**src/rtl/mux_l1_tx_if.sv**
```systemverilog
// Lane bundle for the level-1 TX combiner: four input lanes with valids,
// per-channel ready, and two serialised output lanes with valid/overflow.
interface mux_l1_tx_if #(
    parameter int BUS_WIDTH = 8
);
    logic [BUS_WIDTH-1:0] Entrada0;
    logic [BUS_WIDTH-1:0] Entrada1;
    logic [BUS_WIDTH-1:0] Entrada2;
    logic [BUS_WIDTH-1:0] Entrada3;
    logic                 validEntrada0;
    logic                 validEntrada1;
    logic                 validEntrada2;
    logic                 validEntrada3;
    logic                 ready0;
    logic                 ready1;
    logic [BUS_WIDTH-1:0] Salida0;
    logic [BUS_WIDTH-1:0] Salida1;
    logic                 validsalida0;
    logic                 validsalida1;
    logic                 overflow0;
    logic                 overflow1;

    modport master (
        output Entrada0, Entrada1, Entrada2, Entrada3,
        output validEntrada0, validEntrada1, validEntrada2, validEntrada3,
        input  ready0, ready1,
        input  Salida0, Salida1, validsalida0, validsalida1,
        input  overflow0, overflow1
    );

    modport slave (
        input  Entrada0, Entrada1, Entrada2, Entrada3,
        input  validEntrada0, validEntrada1, validEntrada2, validEntrada3,
        output ready0, ready1,
        output Salida0, Salida1, validsalida0, validsalida1,
        output overflow0, overflow1
    );
endinterface

```
**src/rtl/mux_l1_tx.sv**
```systemverilog
// Level-1 TX lane combiner: two independent channels, each serialising a
// lo/hi lane pair onto one output lane over two consecutive cycles.
module mux_l1_tx #(
    parameter int                   BUS_WIDTH = 8,
    parameter logic [BUS_WIDTH-1:0] IDLE_FILL = '0
) (
    input logic        clk_f,
    input logic        reset,
    mux_l1_tx_if.slave bus
);
    typedef enum logic {
        IDLE,
        SEND_HI
    } state_t;

    logic [1:0][BUS_WIDTH-1:0] lo_data, hi_data;
    logic [1:0]                lo_valid, hi_valid;

    state_t                    state_q [2];
    state_t                    state_d [2];
    logic [1:0][BUS_WIDTH-1:0] sal_q, sal_d, hold_q, hold_d;
    logic [1:0]                vsal_q, vsal_d, vhold_q, vhold_d, ovf_q, ovf_d;

    assign lo_data  = {bus.Entrada2, bus.Entrada0};
    assign hi_data  = {bus.Entrada3, bus.Entrada1};
    assign lo_valid = {bus.validEntrada2, bus.validEntrada0};
    assign hi_valid = {bus.validEntrada3, bus.validEntrada1};

    always_ff @(posedge clk_f) begin
        for (int unsigned k = 0; k < 2; k++) begin
            if (reset) begin
                state_q[k] <= IDLE;
                hold_q[k]  <= IDLE_FILL;
                vhold_q[k] <= 1'b0;
                sal_q[k]   <= IDLE_FILL;
                vsal_q[k]  <= 1'b0;
                ovf_q[k]   <= 1'b0;
            end else begin
                state_q[k] <= state_d[k];
                hold_q[k]  <= hold_d[k];
                vhold_q[k] <= vhold_d[k];
                sal_q[k]   <= sal_d[k];
                vsal_q[k]  <= vsal_d[k];
                ovf_q[k]   <= ovf_d[k];
            end
        end
    end

    // Empty slots always drive IDLE_FILL so stale lane data never leaks out.
    always_comb begin
        for (int unsigned k = 0; k < 2; k++) begin
            state_d[k] = state_q[k];
            hold_d[k]  = hold_q[k];
            vhold_d[k] = vhold_q[k];
            sal_d[k]   = IDLE_FILL;
            vsal_d[k]  = 1'b0;
            ovf_d[k]   = ovf_q[k];
            case (state_q[k])
                IDLE: begin
                    if (lo_valid[k] | hi_valid[k]) begin
                        sal_d[k]   = lo_valid[k] ? lo_data[k] : IDLE_FILL;
                        vsal_d[k]  = lo_valid[k];
                        hold_d[k]  = hi_data[k];
                        vhold_d[k] = hi_valid[k];
                        state_d[k] = SEND_HI;
                    end
                end
                SEND_HI: begin
                    sal_d[k]   = vhold_q[k] ? hold_q[k] : IDLE_FILL;
                    vsal_d[k]  = vhold_q[k];
                    state_d[k] = IDLE;
                    if (lo_valid[k] | hi_valid[k]) begin
                        ovf_d[k] = 1'b1;
                    end
                end
                default: state_d[k] = IDLE;
            endcase
        end
    end

    assign bus.ready0       = (state_q[0] == IDLE);
    assign bus.ready1       = (state_q[1] == IDLE);
    assign bus.Salida0      = sal_q[0];
    assign bus.Salida1      = sal_q[1];
    assign bus.validsalida0 = vsal_q[0];
    assign bus.validsalida1 = vsal_q[1];
    assign bus.overflow0    = ovf_q[0];
    assign bus.overflow1    = ovf_q[1];
endmodule

```
**src/flat_wrapper.sv**
```systemverilog
// flat-port wrapper written by rule: the top's interface ports become plain ports
module mux_l1_tx_flat 
#(
    parameter int                   BUS_WIDTH = 8,
    parameter logic [BUS_WIDTH-1:0] IDLE_FILL = '0
)
  (clk_f, reset, bus_Entrada0, bus_Entrada1, bus_Entrada2, bus_Entrada3, bus_validEntrada0, bus_validEntrada1, bus_validEntrada2, bus_validEntrada3, bus_ready0, bus_ready1, bus_Salida0, bus_Salida1, bus_validsalida0, bus_validsalida1, bus_overflow0, bus_overflow1);
  mux_l1_tx_if #(.BUS_WIDTH(BUS_WIDTH)) bus_i ();
  input logic clk_f;
  input logic reset;
  input wire logic [$bits(bus_i.Entrada0)-1:0] bus_Entrada0;
  input wire logic [$bits(bus_i.Entrada1)-1:0] bus_Entrada1;
  input wire logic [$bits(bus_i.Entrada2)-1:0] bus_Entrada2;
  input wire logic [$bits(bus_i.Entrada3)-1:0] bus_Entrada3;
  input wire logic [$bits(bus_i.validEntrada0)-1:0] bus_validEntrada0;
  input wire logic [$bits(bus_i.validEntrada1)-1:0] bus_validEntrada1;
  input wire logic [$bits(bus_i.validEntrada2)-1:0] bus_validEntrada2;
  input wire logic [$bits(bus_i.validEntrada3)-1:0] bus_validEntrada3;
  output wire logic [$bits(bus_i.ready0)-1:0] bus_ready0;
  output wire logic [$bits(bus_i.ready1)-1:0] bus_ready1;
  output wire logic [$bits(bus_i.Salida0)-1:0] bus_Salida0;
  output wire logic [$bits(bus_i.Salida1)-1:0] bus_Salida1;
  output wire logic [$bits(bus_i.validsalida0)-1:0] bus_validsalida0;
  output wire logic [$bits(bus_i.validsalida1)-1:0] bus_validsalida1;
  output wire logic [$bits(bus_i.overflow0)-1:0] bus_overflow0;
  output wire logic [$bits(bus_i.overflow1)-1:0] bus_overflow1;
  assign bus_i.Entrada0 = bus_Entrada0;
  assign bus_i.Entrada1 = bus_Entrada1;
  assign bus_i.Entrada2 = bus_Entrada2;
  assign bus_i.Entrada3 = bus_Entrada3;
  assign bus_i.validEntrada0 = bus_validEntrada0;
  assign bus_i.validEntrada1 = bus_validEntrada1;
  assign bus_i.validEntrada2 = bus_validEntrada2;
  assign bus_i.validEntrada3 = bus_validEntrada3;
  assign bus_ready0 = bus_i.ready0;
  assign bus_ready1 = bus_i.ready1;
  assign bus_Salida0 = bus_i.Salida0;
  assign bus_Salida1 = bus_i.Salida1;
  assign bus_validsalida0 = bus_i.validsalida0;
  assign bus_validsalida1 = bus_i.validsalida1;
  assign bus_overflow0 = bus_i.overflow0;
  assign bus_overflow1 = bus_i.overflow1;
  mux_l1_tx #(.BUS_WIDTH(BUS_WIDTH), .IDLE_FILL(IDLE_FILL)) u_core (.clk_f(clk_f), .reset(reset), .bus(bus_i));
endmodule
```
**config.mk**
```make
export PLATFORM = sky130hd
export DESIGN_NAME = mux_l1_tx_flat
export DESIGN_NICKNAME = d
export VERILOG_FILES = /design/src/rtl/mux_l1_tx_if.sv /design/src/rtl/mux_l1_tx.sv /design/src/flat_wrapper.sv
export SDC_FILE = /design/constraint.sdc
export NUM_CORES = 1
export LEC_CHECK = 0
export ABC_AREA = 1
export ABC_CLOCK_PERIOD_IN_PS = 1580
export CAP_MARGIN = 10
export CORE_MARGIN = 3
export CORE_UTILIZATION = 46
export DETAILED_ROUTE_END_ITERATION = 8
export GPL_TIMING_DRIVEN = 0
export PLACE_DENSITY = 0.84
export SLEW_MARGIN = 25
export SYNTH_ARGS = -nofsm -noshare
export SYNTH_HDL_FRONTEND = slang
export SYNTH_SLANG_ARGS = --single-unit
```
**constraint.sdc**
```tcl
create_clock -name clk_f -period 1.58 [get_ports clk_f]
set_input_delay 0.316 -clock clk_f [delete_from_list [all_inputs] [get_ports clk_f]]
set_output_delay 0.316 -clock clk_f [all_outputs]
set_load 0.05 [all_outputs]
```
== Word-level counts from Yosys, hierarchy flattened ==
Memory sizes are Yosys's and may differ from the RTL's.
Index checks and enable logic that the tools add are counted.
Storage, ports and cells
  flip-flop bits (word level): 38
  bits in writable memories: 2
  output and inout bits: 22
  word-level logic and storage cells: 41
  memories kept: 1
Operators by class
  multiplexer cells: 21
  bitwise operators: 6
  reduce and logical (&&, ||, !) cells: 4
Memory list
  u_core.state_q: words 2, width 1, rd ports 2, clocked after memory_dff 0, wr ports 2, line mux_l1_tx.sv:19  | state_t state_q [2];
Operator list (count)
  $mux W8: 6
  $pmux W8 S2: 2
  $mux W1: 9
  $pmux W1 S2: 4
  $reduce_and A2 Y1: 4
  $or A1 B1 Y1: 4
  $not A1 Y1: 2

== Logic depth before layout (Yosys ltp) ==
Gate-level depths: netlist (run 1).
  depth after elaboration: 4
  depth in mapped cells: 5

== Worst setup path after synthesis (run 1) ==
Ideal clock, no wire load.
  path kind: reg-to-output
  start point: reg u_core.ovf_q[0]
  end point: out bus_overflow0
  arrival time: 603 ps
  path slack: 661 ps
  stages on the path, launching flop included: 1
  path buffers: 0
  cells stage by stage: dfxtp_1
RTL lines
  start, declared: line mux_l1_tx.sv:22  | logic [1:0] vsal_q, vsal_d, vhold_q, vhold_d, ovf_q, ovf_d;
  start signal, assigned by index: line mux_l1_tx.sv:44  | ovf_q[k] <= ovf_d[k];
  end, declared: line flat_wrapper.sv:25  | output wire logic [$bits(bus_i.overflow0)-1:0] bus_overflow0;
No word-level cell between the ends.

== Worst setup path after layout (run 1) ==
  start point: reg u_core.ovf_q[0]
  end point: out bus_overflow0
No word-level cell between the ends.

==> results of run 1 <==
-- layout by cell type, fill, tap and decap left out, types with 3 or more instances in the layout --
master	count
inv_2	5
buf_6	3
nand3_1	16
a21oi_1	21
clkbuf_4	5
inv_1	20
dfxtp_1	38
buf_2	3
clkbuf_1	3
nor2_2	5
clkdlybuf4s50_1	36
nor2_1	33
nand2_1	58
dlygate4sd2_1	19
-- final timing paths --
path                     start               endpoint  slack (ps)  depth (start not counted)
max            u_core.ovf_q[0]          bus_overflow0          50                          1
min                      reset  u_core.bus.Salida1[7]         140                          2
max reg2reg  u_core.state_q[0]       u_core.hold_q[2]         640                          3
min reg2reg  u_core.vhold_q[1]      u_core.vhold_q[1]         460                          2
-- power by group --
part / internal, mW / switching [mW] / total (mW)
sequential: 1.08 / 0.0309 / 1.11
clock: 0.220 / 0.306 / 0.526
combinational: 0.178 / 0.259 / 0.438
total: 1.48 / 0.596 / 2.08
-- cell families (layout without fill, tap and decap cells) --
| kind of cell | count (synthesis) | count (layout) |
|---|---|---|
| simple gates | 114 | 114 |
| flops | 40 | 40 |
| buf+inv | 33 | 99 |
| compound gates | 22 | 22 |
-- area by class of cell --
cell class	instances	share of cell area (%)
Inverter	27	4.73
Tap cell	44	2.51
Timing Repair Buffer	58	24.9
Buffer	6	2.28
Clock buffer	8	2.68
Multi-Input combinational cell	136	26.3
Sequential cell	40	36.6
-- per-stage QoR --
| stage | setup slack [ps] | setup TNS (ps) |
|---|---|---|
| 4_1_cts | -58.9 | -58.9 |
| 2_1_floorplan | 661 | 0 |
| 6_report | 53.6 | 0 |
| 3_5_place_dp | -94.2 | -185 |
| 3_3_place_gp | -88.3 | -171 |
| 5_1_grt | 1.45 | 0 |
-- worst register-to-register path, delay by kind of cell, from the launching register on --
kind / cells / cell delay, ps
DFF: 1 / 360
and+or+nand+nor: 3 / 520
-- sequential cells by signal, summed over array words and instances (netlist names) --
signal              flops
u_core.ovf_q            2
u_core.bus.Salida1      8
u_core.vhold_q          2
u_core.state_q          2
u_core.vsal_q           2
u_core.bus.Salida0      8
u_core.hold_q          16
-- metal layers --
metal	vias to the layer above	share of wire, %
met5	-	0
met4	0	2.1
met3	7	4.0
met2	32	53
met1	639	41
li1	774	-
-- repair_timing --
item,CTS,global route
cloned,0,0
endpoints found under the setup margin,22,2
hold buffers,0,0
setup buffers,0,0
resized for setup,29,4
==> impl_metrics.env, run 1 <==
export IMPL_numCtsBuffers=5
export IMPL_ys_top_cells_by_area="dfxtp_1 (52%), nand2_1 (14%), nor2_1 (8.1%)"
export IMPL_drv_slew=0
export IMPL_place_inst=311
export IMPL_cp_data_arrival_time_ps=1210
export IMPL_rsz0062_at_grt="false"
export IMPL_nets=312
export IMPL_max_stage_delay_ps=530
export IMPL_cts_max_path_buffers=2
export IMPL_synth_adder_area_share_pct=0
export IMPL_track_usage_pct=19.3
export IMPL_gp_congestion=0.763
export IMPL_design_area_um2=2190
export IMPL_path_buf_inv=1
export IMPL_detail_route_wirelength_um=3500
export IMPL_cts_root_buf="clkbuf_4"
export IMPL_grt_use_met3_pct=5.17
export IMPL_p_leak_nw=1.08
export IMPL_relSlewSlack_pct=65.5
export IMPL_die_h_um=63.7
export IMPL_wl_per_cell_um=11.0
export IMPL_io_pins=60
export IMPL_synth_top_area_share_pct=52.3
export IMPL_outcome="completed"
export IMPL_dr_total_vias=1452
export IMPL_multiInputGateArea_um2=577
export IMPL_fill_cells=306
export IMPL_diodes=0
export IMPL_ir_worst_vdd_uv=606
export IMPL_grt_max_degree=12
export IMPL_rows=20
export IMPL_yosysMostFrequentCell="nand2_1"
export IMPL_max_freq_mhz=655
export IMPL_place_area_um2=2170
export IMPL_worstPathMaxFanout=2
export IMPL_hold_viol=0
export IMPL_slowest_stage="dlygate4sd2_1"
export IMPL_drive_gt1_share_pct=10.2
export IMPL_register_area_um2=803
export IMPL_antenna_found_initial=0
export IMPL_max_cap_violations=0
export IMPL_grt_ovfl_total=0
export IMPL_synthCells=209
export IMPL_grt_pass1_wl_um=6040
export IMPL_synth_area_um2=1530
export IMPL_syn_nets=247
export IMPL_synth_compound_area_share_pct=7.43
export IMPL_synth_common_cells="nand2_1 (58), dfxtp_1 (40), nor2_1 (33)"
export IMPL_fin_cells=319
export IMPL_top_usage_layer="met2"
export IMPL_crit_family="buffers and inverters"
export IMPL_period_minus_slack_ps=1530
export IMPL_die_area_um2=4060
export IMPL_layout_area_overhead_vs_synth_pct=43.3
export IMPL_cts_sinks=40
export IMPL_drc_errors=0
export IMPL_endpoint_kind="output pin"
export IMPL_viasPerCell=4.55
export IMPL_seq_area_frac_synth_pct=52.3
export IMPL_ys_types=15
export IMPL_drt_iter0_drc=51
export IMPL_synth_area_leader_cell="dfxtp_1"
export IMPL_use_met2_pct=34.2
export IMPL_die_w_um=63.7
export IMPL_core_area_um2=3100
export IMPL_required_ps=1260
export IMPL_post_route_period_util_pct=96.6
export IMPL_p_per_area_nw_per_um2=946
export IMPL_power_total_mw=2.08
export IMPL_yosys_register_bits=40
export IMPL_use_met1_pct=21.4
export IMPL_synthXorXnorAreaFrac_pct=0
export IMPL_ant_nets=0
export IMPL_cts_tree="yes"
export IMPL_ys_warn_count=0
export IMPL_worst_pin_slew_ps=519
export IMPL_cp_start_kind="flop"
export IMPL_synth_avg_cell_area_um2=7.33
export IMPL_cts_htree_levels=2
export IMPL_clkLatencyLatePin_ps=340
export IMPL_crit_chain="dlygate4sd2_1"
export IMPL_clock_skew_ps=8.24
export IMPL_synthMuxAreaShare_pct=0
export IMPL_io_buffers=58
export IMPL_hpwl_um=2610
export IMPL_synth_edf_count=0
export IMPL_setup_viol=0
export IMPL_final_core_util_pct=70.7
export IMPL_path_class="reg -> out"
export IMPL_async_flop_share_pct=0
export IMPL_dr_pass1_iters=4
export IMPL_hold_slack_ps=144
export IMPL_synth_simple_area_share_pct=30.2
export IMPL_start_util_pct=49.4
export IMPL_hp_class="in -> reg"
export IMPL_synth_top_family_by_area="simple AND/OR/NAND/NOR gates"
export IMPL_grt_pass1_vias=1369
export IMPL_clkTransAtPathRegs_ps=110
export IMPL_yosys_most_used_dff="dfxtp_1"
No activity file was read; power rests on OpenSTA's default activity.
==> run 2, diff against run 1 <==
RECOVER_POWER = 50   (was not set)
==> run 2 against run 1 <==
Compared with the run above:
- sequential share of layout area is 0.10 points higher
- combinational power down 0.9%
- core utilization fell by 0.20 points
- sequential power hardly changed
- critical endpoint unchanged
- total power fell by 0.16%
- critical path depth unchanged
- critical path type unchanged
- cell count unchanged
- largest power group unchanged
- worst hold slack got worse by 4.1 ps
- final area decreased by 0.28%
==> impl_metrics.env, run 2 (synthesized netlist as in run 1, its figures left out) <==
export IMPL_nets=312
export IMPL_worst_pin_slew_ps=552
export IMPL_die_area_um2=4060
export IMPL_final_core_util_pct=70.5
export IMPL_numCtsBuffers=5
export IMPL_reg2reg_depth=3
export IMPL_hold_buffers=0
export IMPL_place_area_um2=2170
export IMPL_setup_viol=0
export IMPL_io_pins=60
export IMPL_rsz0062_at_grt="false"
export IMPL_cp_data_arrival_time_ps=1210
export IMPL_outcome="completed"
export IMPL_mostFrequentLayoutCells="nand2_1 (58), dfxtp_1 (38), nor2_1 (34), clkdlybuf4s50_1 (34)"
export IMPL_cts_sinks=40
export IMPL_p_int_mw=1.48
export IMPL_wl_per_cell_um=11.0
export IMPL_cts_max_path_buffers=2
export IMPL_path_class="reg -> out"
export IMPL_r2r_start="u_core.state_q[1]"
export IMPL_die_w_um=63.7
export IMPL_hold_path_startpoint="reset"
export IMPL_cts_tree="yes"
export IMPL_worst_slack_ps=52.4
export IMPL_clkLatencyLatePin_ps=340
export IMPL_die_h_um=63.7
export IMPL_p_per_area_nw_per_um2=947
export IMPL_dr_pass1_iters=4
export IMPL_combPwrFrac_pct=20.9
export IMPL_switching_share_pct=28.7
export IMPL_core_area_um2=3100
export IMPL_layout_area_overhead_vs_synth_pct=42.9
export IMPL_slowest_stage="dlygate4sd2_1"
export IMPL_required_ps=1260
export IMPL_path_buf_inv=1
export IMPL_period_minus_slack_ps=1530
export IMPL_drc_errors=0
export IMPL_crit_family="buffers and inverters"
export IMPL_top_register="u_core.hold_q"
export IMPL_antenna_found_initial=0
export IMPL_crit_chain="dlygate4sd2_1"
export IMPL_drive_gt1_share_pct=8.73
export IMPL_timing_rr_end="u_core.hold_q[8]"
export IMPL_grt_ovfl_total=0
export IMPL_worstPathMaxFanout=2
export IMPL_hold_end="u_core.state_q[0]"
export IMPL_largest_reg_flops=16
export IMPL_cts_root_buf="clkbuf_4"
export IMPL_p_leak_nw=1.08
export IMPL_ff2ff_setup_slack_ps=520
export IMPL_gp_congestion=0.763
export IMPL_design_area_um2=2190
export IMPL_max_freq_mhz=655
export IMPL_post_route_period_util_pct=96.7
export IMPL_dr_total_vias=1451
export IMPL_power_switching_mw=0.595
export IMPL_dpl_worst_slack_ps=-94.2
export IMPL_grt_max_degree=12
export IMPL_clock_power_share_pct=25.4
export IMPL_io_buffers=58
export IMPL_ant_nets=0
export IMPL_relSlewSlack_pct=63.0
export IMPL_cts_setup_buffers=0
export IMPL_grt_pass1_wl_um=6040
export IMPL_rows=20
export IMPL_grt_pass1_vias=1369
export IMPL_start_util_pct=49.4
export IMPL_diodes=0
export IMPL_viasPerCell=4.55
export IMPL_power_total_mw=2.07
export IMPL_hold_viol=0
export IMPL_track_usage_pct=19.3
export IMPL_final_common_cell="nand2_1"
export IMPL_hold_slack_ps=140
export IMPL_hp_class="in -> reg"
export IMPL_worstHoldPathCells=2
export IMPL_ir_worst_vdd_uv=602
export IMPL_clkTransAtPathRegs_ps=110
export IMPL_cp_start_kind="flop"
export IMPL_cts_htree_levels=2
export IMPL_drv_slew=0
export IMPL_detail_route_wirelength_um=3500
export IMPL_endpoint_kind="output pin"
export IMPL_p_seq_share_pct=53.6
export IMPL_hpwl_um=2610
export IMPL_max_stage_delay_ps=530
export IMPL_clock_skew_ps=8.28
export IMPL_drt_iter0_drc=53
export IMPL_max_cap_violations=0
-- run 2: cell types whose count changed in the layout (fill, tap and decap cells not counted), sizes merged --
cell,delta
dlygate4sd3,+2
clkdlybuf4s50,-2
-- run 2: worst max-delay path by stage --
stage,depth (start not counted),start,slack (ps),to
after floorplan,0,u_core.ovf_q[0],660,bus_overflow0
after global placement,3,u_core.state_q[0],-90,bus_ready0
after detailed placement,3,u_core.state_q[1],-90,bus_ready1
after CTS,3,u_core.state_q[1],-60,bus_ready1
after global routing,1,u_core.bus.Salida1[7],1,bus_Salida1[7]
final,1,u_core.ovf_q[0],50,bus_overflow0
-- run 2: layer usage --
layer / part of all wire, % / global-route usage [%]
met5: 0 / 0
met4: 2.1 / 8.36
met3: 4.3 / 5.17
met2: 53 / 34.2
met1: 40 / 21.4
-- run 2: metrics by stage --
step,setup TNS [ps],instances
floorplan,0,209
global placement,-171,311
detailed placement,-185,311
CTS,-58.9,319
global route,0,319
finish,0,319
-- run 2: power groups by stage --
stage	logic [mW]	clock network, mW	registers (mW)
2_1_floorplan	0.182	0	1.22
3_3_place_gp	0.452	0	1.13
3_5_place_dp	0.460	0	1.14
4_1_cts	0.442	0.543	1.11
5_1_grt	0.478	0.588	1.12
6_report	0.434	0.527	1.11
-- run 2: cell type report --
cell class	instances	area, um2
clock buffers	8	58.8
plain buffers	6	50.0
flip-flops and latches	40	803
well taps	44	55.1
fillers	309	915
repair buffers	58	547
inverters	27	104
multi-input cells	136	571
-- run 2: timing repair --
item                       4_1_cts  5_1_grt
resized for setup               29        4
pin swaps                        0        0
setup endpoints to repair       22        2
hold endpoints to repair         0        0
==> run 3, diff against run 2 <==
ABC_CLOCK_PERIOD_IN_PS = 1900   (was 1580)
SLEW_MARGIN = not set   (was 25)
clock period = 1.9 ns   (was 1.58 ns; I/O delays follow)
==> run 3 against run 2 <==
Compared with the run above:
- clock-buffer cell count unchanged
- clock power fell by 17%
- routed wire length up 0.72%
- largest power group unchanged
- die area did not move
- register-to-register slack improved by 340 ps
- largest cell class unchanged
==> impl_metrics.env, run 3 (synthesized netlist as in run 1, its figures left out) <==
export IMPL_fin_cells=319
export IMPL_drv_slew=0
export IMPL_period_minus_slack_ps=1860
export IMPL_post_route_period_util_pct=97.8
export IMPL_switching_share_pct=28.6
export IMPL_dpl_worst_slack_ps=162
export IMPL_max_stage_delay_ps=810
export IMPL_layout_area_overhead_vs_synth_pct=45.7
export IMPL_clkTransAtPathRegs_ps=110
export IMPL_power_switching_mw=0.497
export IMPL_largest_reg_flops=16
export IMPL_top_register="u_core.hold_q"
export IMPL_start_util_pct=49.4
export IMPL_use_met1_pct=21.6
export IMPL_die_w_um=63.7
export IMPL_io_pins=60
export IMPL_final_common_cell="nand2_1"
export IMPL_hpwl_um=2610
export IMPL_numCtsBuffers=5
export IMPL_max_cap_violations=0
export IMPL_combPwrFrac_pct=21.6
export IMPL_diodes=0
export IMPL_design_area_um2=2230
export IMPL_use_met2_pct=34.2
export IMPL_die_area_um2=4060
export IMPL_endpoint_kind="output pin"
export IMPL_cp_start_kind="flop"
export IMPL_cts_root_buf="clkbuf_4"
export IMPL_place_inst=311
export IMPL_mostFrequentLayoutCells="nand2_1 (58), clkdlybuf4s50_1 (50), dfxtp_1 (40)"
export IMPL_hp_class="in -> reg"
export IMPL_core_area_um2=3100
export IMPL_place_area_um2=2170
export IMPL_power_total_mw=1.74
export IMPL_ant_nets=0
export IMPL_setup_viol=0
export IMPL_hold_slack_ps=209
export IMPL_clock_power_share_pct=25.2
export IMPL_grt_max_degree=12
export IMPL_clock_skew_ps=7.54
export IMPL_viasPerCell=4.54
export IMPL_crit_chain="clkdlybuf4s50_1"
export IMPL_rows=20
export IMPL_die_h_um=63.7
export IMPL_antenna_found_initial=0
export IMPL_crit_family="buffers and inverters"
export IMPL_worst_slack_ps=42.0
export IMPL_required_ps=1520
export IMPL_rsz0062_at_grt="false"
export IMPL_drt_iter0_drc=52
export IMPL_cts_htree_levels=2
export IMPL_io_buffers=58
export IMPL_slowest_stage="clkdlybuf4s50_1"
export IMPL_gp_congestion=0.763
export IMPL_ir_worst_vdd_uv=458
export IMPL_hold_viol=0
export IMPL_cts_tree="yes"
export IMPL_max_freq_mhz=538
export IMPL_worst_pin_slew_ps=524
export IMPL_drc_errors=0
export IMPL_grt_pass1_wl_um=6060
export IMPL_fill_cells=291
export IMPL_cts_max_path_buffers=2
export IMPL_cts_sinks=40
export IMPL_wl_per_cell_um=11.0
export IMPL_grt_ovfl_total=0
export IMPL_clkLatencyLatePin_ps=340
export IMPL_hold_buffers=0
export IMPL_grt_pass1_vias=1373
export IMPL_path_buf_inv=1
export IMPL_detail_route_wirelength_um=3520
export IMPL_drive_gt1_share_pct=7.64
export IMPL_p_per_area_nw_per_um2=780
export IMPL_path_class="reg -> out"
export IMPL_worstPathMaxFanout=1
export IMPL_relSlewSlack_pct=65.0
export IMPL_track_usage_pct=19.3
export IMPL_dr_pass1_iters=5
export IMPL_nets=312
export IMPL_top_usage_layer="met2"
export IMPL_cp_data_arrival_time_ps=1480
export IMPL_dr_total_vias=1448
export IMPL_p_int_mw=1.24
export IMPL_totalNegativeSetupSlack_ps=0
export IMPL_p_leak_nw=1.07
export IMPL_final_core_util_pct=71.9
export IMPL_grt_use_met3_pct=4.99
export IMPL_p_seq_share_pct=53.1
export IMPL_outcome="completed"
==> run 3: cell types whose count changed in the layout (fill, tap and decap cells not counted), sizes merged <==
| cell | before | now |
|---|---|---|
| buf | 7 | 5 |
| clkdlybuf4s50 | 34 | 50 |
| dlygate4sd2 | 19 | 1 |
| dlymetal6s2s | 0 | 4 |
==> run 3: area by class of cell <==
class,count,area (um2),share of cell area (%)
flip-flops and latches,40,801,35.9
inverters,27,104,4.66
clock buffers,8,58.8,2.64
well taps,44,55.1,2.47
multi-input cells,136,573,25.7
repair buffers,58,589,26.4
plain buffers,6,50.0,2.24
==> run 3: final timing paths <==
kind / to / startpoint / cells past startpoint / slack (ps)
worst max-delay path: bus_Salida0[3] / u_core.bus.Salida0[3] / 1 / 40
worst min-delay path: u_core.vhold_q[1] / reset / 2 / 210
worst max register to register: u_core.bus.Salida1[1] / u_core.state_q[1] / 5 / 860
worst min register to register: u_core.vhold_q[1] / u_core.vhold_q[1] / 2 / 460
==> run 3: repair_timing <==
item | in CTS | in global routing
setup buffers | 0 | 0
setup endpoints to repair | 2 | 5
gates resized for setup | 2 | 5
cloned | 0 | 0
==> run 3: routing by layer <==
layer  vias up  share of wire [%]
li1        774                  -
met1       631                 40
met2        38                 53
met3         5                4.6
met4         0                1.6
met5         -                  0
==> run 3: power by group through the flow <==
| stage | Sequential, mW | Combinational (mW) | Clock, mW |
|---|---|---|---|
| 2_1_floorplan | 1.02 | 0.152 | 0 |
| 3_3_place_gp | 0.943 | 0.376 | 0 |
| 3_5_place_dp | 0.945 | 0.382 | 0 |
| 4_1_cts | 0.925 | 0.382 | 0.451 |
| 5_1_grt | 0.933 | 0.413 | 0.489 |
| 6_report | 0.924 | 0.376 | 0.439 |
